<file path="config.mk">
export PLATFORM = sky130hd
export DESIGN_NAME = uart_depacketizer_dig_flat
export DESIGN_NICKNAME = d
export VERILOG_FILES = /design/src/rtl/uart_depacketizer_dig_if.sv /design/src/rtl/uart_depacketizer_dig.sv /design/src/flat_wrapper.sv
export SDC_FILE = /design/constraint.sdc
export NUM_CORES = 1
export LEC_CHECK = 0
export ABC_AREA = 0
export BUFFER_PORTS_ARGS = -buffer_cell sky130_fd_sc_hd__buf_4
export CAP_MARGIN = 10
export CORE_MARGIN = 2
export CORE_UTILIZATION = 60
export DETAILED_ROUTE_END_ITERATION = 10
export PLACE_DENSITY = 0.77
export REMOVE_ABC_BUFFERS = 1
export SKIP_CTS_REPAIR_TIMING = 1
export SLEW_MARGIN = 10
export SYNTH_ARGS = -nofsm -noshare
export SYNTH_HDL_FRONTEND = slang
export SYNTH_SLANG_ARGS = --single-unit
</file>
<file path="constraint.sdc">
create_clock -name clk -period 5.8 [get_ports clk]
set_input_delay 1.16 -clock clk [delete_from_list [all_inputs] [get_ports clk]]
set_output_delay 1.16 -clock clk [all_outputs]
set_load 0.02 [all_outputs]
</file>
<file path="src/rtl/uart_depacketizer_dig_if.sv">
// UART depacketizer consumer-side bundle.
// Line input, read port, error clear and status.
interface uart_depacketizer_dig_if #(
  parameter int FIFO_DEPTH = 16
);
  localparam int NW = $clog2(FIFO_DEPTH) + 1;

  logic          serial_in;
  logic          rd_en;
  logic          err_clr;
  logic [7:0]    data_out;
  logic          data_out_valid;
  logic          fifo_empty;
  logic          fifo_full;
  logic [NW-1:0] fifo_count;
  logic          rx_busy;
  logic          frame_err;
  logic          overrun;

  modport master (
    output serial_in, rd_en, err_clr,
    input  data_out, data_out_valid, fifo_empty,
    input  fifo_full, fifo_count, rx_busy,
    input  frame_err, overrun
  );

  modport slave (
    input  serial_in, rd_en, err_clr,
    output data_out, data_out_valid, fifo_empty,
    output fifo_full, fifo_count, rx_busy,
    output frame_err, overrun
  );
endinterface

</file>
<file path="src/rtl/uart_depacketizer_dig.sv">
// UART 8N1 receiver with byte FIFO and sticky
// framing/overrun flags.
module uart_depacketizer_dig #(
  parameter int CLKS_PER_BIT = 434,
  parameter int FIFO_DEPTH   = 16
) (
  input logic clk,
  input logic rst,
  uart_depacketizer_dig_if.slave bus
);
  localparam int CW = $clog2(CLKS_PER_BIT);
  localparam int AW = $clog2(FIFO_DEPTH);
  localparam logic [CW-1:0] LAST = CW'(CLKS_PER_BIT - 1);
  localparam logic [CW-1:0] MID  = CW'(CLKS_PER_BIT / 2 - 1);
  localparam logic [AW:0]   FULL = (AW + 1)'(FIFO_DEPTH);

  typedef enum logic [2:0] {
    IDLE, START, DATA, STOP, WAIT_HIGH
  } state_t;

  logic s1_q, s2_q, rxs;
  state_t state_q, state_d;
  logic [CW-1:0] cnt_q, cnt_d;
  logic [2:0] idx_q, idx_d;
  logic [7:0] sh_q, sh_d;
  logic busy_q;
  logic push_req, ovr_set, fe_set;

  logic [7:0] mem_q [FIFO_DEPTH];
  logic [AW-1:0] wp_q, rp_q;
  logic [AW:0] num_q, num_d;
  logic [7:0] dout_q;
  logic dv_q, fe_q, ov_q;
  logic full, empty, push, pop;

  assign rxs   = s2_q;
  assign full  = (num_q == FULL);
  assign empty = (num_q == '0);
  assign push  = push_req && !full;
  assign pop   = bus.rd_en && !empty;

  // two-flop synchroniser on the asynchronous line
  always_ff @(posedge clk) begin
    if (rst) begin
      s1_q <= 1'b1;
      s2_q <= 1'b1;
    end else begin
      s1_q <= bus.serial_in;
      s2_q <= s1_q;
    end
  end

  // receive FSM next-state and byte assembly
  always_comb begin
    state_d  = state_q;
    cnt_d    = cnt_q + CW'(1);
    idx_d    = idx_q;
    sh_d     = sh_q;
    push_req = 1'b0;
    ovr_set  = 1'b0;
    fe_set   = 1'b0;
    unique case (state_q)
      IDLE: begin
        cnt_d = '0;
        if (!rxs) state_d = START;
      end
      START: begin
        if (cnt_q == MID) begin
          cnt_d   = '0;
          idx_d   = '0;
          state_d = rxs ? IDLE : DATA;
        end
      end
      DATA: begin
        if (cnt_q == LAST) begin
          cnt_d = '0;
          sh_d[idx_q] = rxs;
          idx_d = idx_q + 3'd1;
          if (idx_q == 3'd7) state_d = STOP;
        end
      end
      STOP: begin
        if (cnt_q == LAST) begin
          cnt_d = '0;
          if (rxs) begin
            push_req = 1'b1;
            ovr_set  = full;
            state_d  = IDLE;
          end else begin
            fe_set  = 1'b1;
            state_d = WAIT_HIGH;
          end
        end
      end
      WAIT_HIGH: begin
        cnt_d = '0;
        if (rxs) state_d = IDLE;
      end
      default: begin
        cnt_d   = '0;
        state_d = IDLE;
      end
    endcase
  end

  // receive FSM state register
  always_ff @(posedge clk) begin
    if (rst) begin
      state_q <= IDLE;
      cnt_q   <= '0;
      idx_q   <= '0;
      sh_q    <= '0;
      busy_q  <= 1'b0;
    end else begin
      state_q <= state_d;
      cnt_q   <= cnt_d;
      idx_q   <= idx_d;
      sh_q    <= sh_d;
      busy_q  <= (state_d != IDLE);
    end
  end

  // occupancy follows accepted push and pop
  always_comb begin
    num_d = num_q;
    if (push && !pop) num_d = num_q + (AW + 1)'(1);
    if (pop && !push) num_d = num_q - (AW + 1)'(1);
  end

  // FIFO pointers, count and read register
  always_ff @(posedge clk) begin
    if (rst) begin
      wp_q   <= '0;
      rp_q   <= '0;
      num_q  <= '0;
      dout_q <= '0;
      dv_q   <= 1'b0;
    end else begin
      num_q <= num_d;
      dv_q  <= pop;
      if (push) wp_q <= wp_q + AW'(1);
      if (pop) begin
        rp_q   <= rp_q + AW'(1);
        dout_q <= mem_q[rp_q];
      end
    end
  end

  // FIFO storage, contents are don't-care after reset
  always_ff @(posedge clk) begin
    if (push) mem_q[wp_q] <= sh_q;
  end

  // sticky error flags, a new error beats a clear
  always_ff @(posedge clk) begin
    if (rst) begin
      fe_q <= 1'b0;
      ov_q <= 1'b0;
    end else begin
      if (fe_set) fe_q <= 1'b1;
      else if (bus.err_clr) fe_q <= 1'b0;
      if (ovr_set) ov_q <= 1'b1;
      else if (bus.err_clr) ov_q <= 1'b0;
    end
  end

  assign bus.data_out       = dout_q;
  assign bus.data_out_valid = dv_q;
  assign bus.fifo_empty     = empty;
  assign bus.fifo_full      = full;
  assign bus.fifo_count     = num_q;
  assign bus.rx_busy        = busy_q;
  assign bus.frame_err      = fe_q;
  assign bus.overrun        = ov_q;
endmodule
</file>
<file path="src/flat_wrapper.sv">
// flat-port wrapper written by rule: the top's interface ports become plain ports
module uart_depacketizer_dig_flat 
#(
  parameter int CLKS_PER_BIT = 434,
  parameter int FIFO_DEPTH   = 16
)
  (clk, rst, bus_serial_in, bus_rd_en, bus_err_clr, bus_data_out, bus_data_out_valid, bus_fifo_empty, bus_fifo_full, bus_fifo_count, bus_rx_busy, bus_frame_err, bus_overrun);
  uart_depacketizer_dig_if #(.FIFO_DEPTH(FIFO_DEPTH)) bus_i ();
  input logic clk;
  input logic rst;
  input wire logic [$bits(bus_i.serial_in)-1:0] bus_serial_in;
  input wire logic [$bits(bus_i.rd_en)-1:0] bus_rd_en;
  input wire logic [$bits(bus_i.err_clr)-1:0] bus_err_clr;
  output wire logic [$bits(bus_i.data_out)-1:0] bus_data_out;
  output wire logic [$bits(bus_i.data_out_valid)-1:0] bus_data_out_valid;
  output wire logic [$bits(bus_i.fifo_empty)-1:0] bus_fifo_empty;
  output wire logic [$bits(bus_i.fifo_full)-1:0] bus_fifo_full;
  output wire logic [$bits(bus_i.fifo_count)-1:0] bus_fifo_count;
  output wire logic [$bits(bus_i.rx_busy)-1:0] bus_rx_busy;
  output wire logic [$bits(bus_i.frame_err)-1:0] bus_frame_err;
  output wire logic [$bits(bus_i.overrun)-1:0] bus_overrun;
  assign bus_i.serial_in = bus_serial_in;
  assign bus_i.rd_en = bus_rd_en;
  assign bus_i.err_clr = bus_err_clr;
  assign bus_data_out = bus_i.data_out;
  assign bus_data_out_valid = bus_i.data_out_valid;
  assign bus_fifo_empty = bus_i.fifo_empty;
  assign bus_fifo_full = bus_i.fifo_full;
  assign bus_fifo_count = bus_i.fifo_count;
  assign bus_rx_busy = bus_i.rx_busy;
  assign bus_frame_err = bus_i.frame_err;
  assign bus_overrun = bus_i.overrun;
  uart_depacketizer_dig #(.CLKS_PER_BIT(CLKS_PER_BIT), .FIFO_DEPTH(FIFO_DEPTH)) u_core (.clk(clk), .rst(rst), .bus(bus_i));
endmodule
</file>
==> impl_metrics.py <==
metrics = {
    "run_status": {
        "status": "completed",
    },
    "yosys": {
        "ys_seq_area_share_pct": 64.35,
        "ys.flop_type": "edfxtp_1",
        "synthCells": 548,
        "muxShareOfSynthArea_pct": 10.12,
        "yosys_warnings": 0,
        "yosysUniqueCellTypes": 65,
        "syn_area_per_cell_um2": 13.74,
        "syn_area_um2": 7528,
        "synth_top_family_by_area": "simple AND/OR/NAND/NOR gates",
        "synth_compound_area_share_pct": 6.681,
        "synthAdderAreaFrac_pct": 2.593,
        "synthSimpleGateAreaFrac_pct": 11.85,
        "synth_edf_count": 128,
        "yosys_register_bits": 178,
        "synthArstFlopShare_pct": 0,
        "synth_xor_area_share_pct": 1.512,
    },
    "grt": {
        "grt_overflow": 0,
        "grt_max_degree": 67,
        "grt_pass1_wl_um": 23160,
        "grt_pass1_vias": 4208,
        "track_usage_pct": 23.47,
        "antenna_found_initial": 0,
    },
    "power_and_ir_drop": {
        "peakVddDrop_uv": 186.9,
        "p_per_area_nw_per_um2": 304.7,
        "leakage_uw": 0.002791,
    },
    "finish": {
        "fillCellCount": 860,
        "drive_gt1_share_pct": 13.36,
        "final_nets": 576,
        "syn_to_final_growth_pct": 11.19,
        "antennaDiodeCount": 0,
        "seq_area_um2": 4848,
        "multi_input_area_um2": 2466,
    },
    "sta": {
        "fin_crit_sh_pct": 57.35,
        "fin_ws_ns": 2.474,
        "drv_slew": 0,
        "setup_viol": 0,
        "tns_ns": 0,
        "fmax_ghz": 0.3006,
        "clock_skew_ns": 0.006911,
        "worst_pin_slew_ns": 1.136,
        "hold_viol_final": 0,
        "finalCriticalPeriod_ns": 3.326,
        "rsz0062_at_grt": "false",
        "relSlewSlack_pct": 24.25,
    },
    "floorplanning": {
        "die_x_um": 116.0,
        "num_rows": 40,
        "die-area_um2": 13460,
        "initial_core_util_pct": 62.16,
        "coreArea_um2": 12110,
        "die_h_um": 116.0,
        "ios": 24,
    },
    "critical_path": {
        "critPathSlowestCell": "or4_4",
        "regToRegStartpoint": "u_core.bus.fifo_count[0]$_SDFFE_PP0P_",
        "critPathKind": "reg2reg",
        "cp-end-kind": "flip-flop",
        "cp_slowest_stage_delay_ns": 0.61,
        "cp-startpoint": "u_core.bus.fifo_count[0]$_SDFFE_PP0P_",
        "arrival_ns": 3.64,
        "cp_data_required_time_ns": 6.11,
        "critPathMaxFanout": 20,
        "crit_path_start_kind": "flip-flop",
        "crit_chain": "or4_4 -> o21a_1 -> ha_1 -> fa_1 -> a21o_1 -> a21oi_1 -> mux2i_1 -> mux2_2",
    },
    "placement": {
        "preCtsSetupSlack_ns": 2.158,
        "gp_congestion": 0.8036,
        "dp_hpwl_um": 9372,
        "port-buffer-count": 23,
    },
    "detailed_routing": {
        "dr.pass1.iters": 5,
        "drt_iter0_markers": 280,
        "wl_um": 14510,
        "viasPerCell": 5.986,
        "ant_nets": 0,
        "wl_per_cell_um": 19.68,
        "remaining_drc_errors": 0,
        "num_vias": 4412,
    },
    "clock_network": {
        "htree_levels": 4,
        "numCtsBuffers": 17,
        "clkLatencyLatePin_ns": 0.42,
        "clk_path_buf_depth": 2,
        "cts_tree": "done",
        "clk_pin_slew_ns": 0.06,
        "numClockSinks": 178,
        "cts-root-buf": "clkbuf_16",
    },
    "worst_hold_path": {
        "min-delay-path-class": "reg2reg",
        "hold_path.startpoint": "u_core.s1_q$_SDFF_PP1_",
    },
    "run": {
        "drv_cap": 0,
    },
}
## synthesized netlist by cell type (all sizes together), types with 4 or more instances
master / instances / area, um^2
ha: 14 / 175.2
nor2: 46 / 180.2
dfxtp: 50 / 1001
buf: 20 / 110.1
nor4bb: 4 / 40.04
o21ai: 4 / 20.01
nand4: 10 / 77.57
or2: 4 / 27.53
inv: 10 / 37.54
and4: 5 / 48.80
nor2b: 4 / 25.02
a211oi: 8 / 60.06
xnor2: 7 / 61.31
and3: 14 / 91.34
nand3b: 7 / 52.55
mux2i: 75 / 750.7
clkbuf: 14 / 53.80
o211ai: 5 / 37.54
nand3: 9 / 45.04
xor2: 6 / 52.55
a21oi: 14 / 70.07
o22ai: 32 / 200.2
nor4: 10 / 62.56
nor3: 4 / 20.02
edfxtp: 128 / 3844
## routing by layer
layer / share of wire, % / GRT usage (%) / vias to the layer above
met2: 49 / 37.54 / 114
li1: - / - / 2121
met5: 0 / 0 / -
met4: 1.6 / 8.889 / 0
met3: 4.4 / 5.178 / 22
met1: 45 / 31.84 / 2155
## through the flow
| step | hold slack [ns] | std cells | power, uW | cell area [um^2] | utilization, % |
|---|---|---|---|---|---|
| final | 0.4154 | 737 | 2550 | 8371 | 69.11 |
| after global routing | 0.4335 | 737 | 2619 | 8371 | 69.11 |
| after CTS | 0.4190 | 737 | 2564 | 8371 | 69.11 |
| after detailed placement | 0.4035 | 705 | 1393 | 7751 | 64.00 |
| after global placement | 0.4012 | 705 | 1392 | 7751 | 64.00 |
| after floorplan | 0.3895 | 514 | 1384 | 7365 | - |
## where the power goes
group / leakage, uW / total, uW / switching (uW) / internal, uW
clock: 0.000289 / 1190 / 465 / 720
combinational: 0.000912 / 15.3 / 8.75 / 6.60
sequential: 0.00159 / 1350 / 3.70 / 1350
total: 0.00279 / 2550 / 477 / 2070
## critical path: cells and delay by family (launching register included)
kind / cells / cell delay [ns]
AOI/OAI and AO/OA: 3 / 0.82
adders and majority gates: 2 / 0.87
DFF: 1 / 0.37
muxes: 2 / 0.55
and+or+nand+nor: 1 / 0.61
## flip-flops by register name, summed over array words and instances, names as in the netlist
signal                     flops
u_core.s1_q                    1
u_core.rxs                     1
u_core.bus.frame_err           1
u_core.bus.fifo_count          5
u_core.bus.overrun             1
u_core.bus.data_out_valid      1
u_core.bus.rx_busy             1
u_core.idx_q                   3
u_core.cnt_q                   9
u_core.mem_q                 128
u_core.rp_q                    4
u_core.sh_q                    8
u_core.state_q                 3
u_core.bus.data_out            8
u_core.wp_q                    4
## final cells by class
cell class	instances	share of cell area [%]
inverters	11	0.6428
repair buffers	23	2.063
clock buffers	19	5.172
well taps	168	2.511
multi-input cells	325	29.46
flip-flops and latches	178	57.92
clock inverters	13	2.227
## logic make-up (layout without fill, tap and decap cells)
group,count (synthesis),in the layout
flops,178,178
mux,76,76
buf+inv,45,66
xor+xnor,13,13
compound gates,77,77
simple gates,144,144
fa+ha+maj,15,15
## cell usage in the layout, fill, tap and decap left out, types with 5 or more instances in the layout
| master | n |
|---|---|
| nand3b_1 | 7 |
| nand4_1 | 9 |
| mux2i_1 | 75 |
| a211oi_1 | 8 |
| a21oi_1 | 14 |
| nor2_1 | 45 |
| inv_1 | 10 |
| xor2_1 | 6 |
| o211ai_1 | 5 |
| and3_1 | 11 |
| o22ai_1 | 32 |
| ha_1 | 14 |
| nand3_1 | 9 |
| nor4_1 | 10 |
| dfxtp_1 | 49 |
| xnor2_1 | 7 |
| clkbuf_16 | 17 |
| edfxtp_1 | 128 |
| buf_4 | 23 |
## path summary, 6_finish.rpt
path	cells after the start	endpoint	slack, ns
max	8	u_core.bus.fifo_count[4]$_SDFFE_PP0P_	2.47
min	1	u_core.rxs$_SDFF_PP1_	0.42
max reg2reg	8	u_core.bus.fifo_count[4]$_SDFFE_PP0P_	2.47
min reg2reg	1	u_core.rxs$_SDFF_PP1_	0.42
No activity file was read; power rests on OpenSTA's default activity.
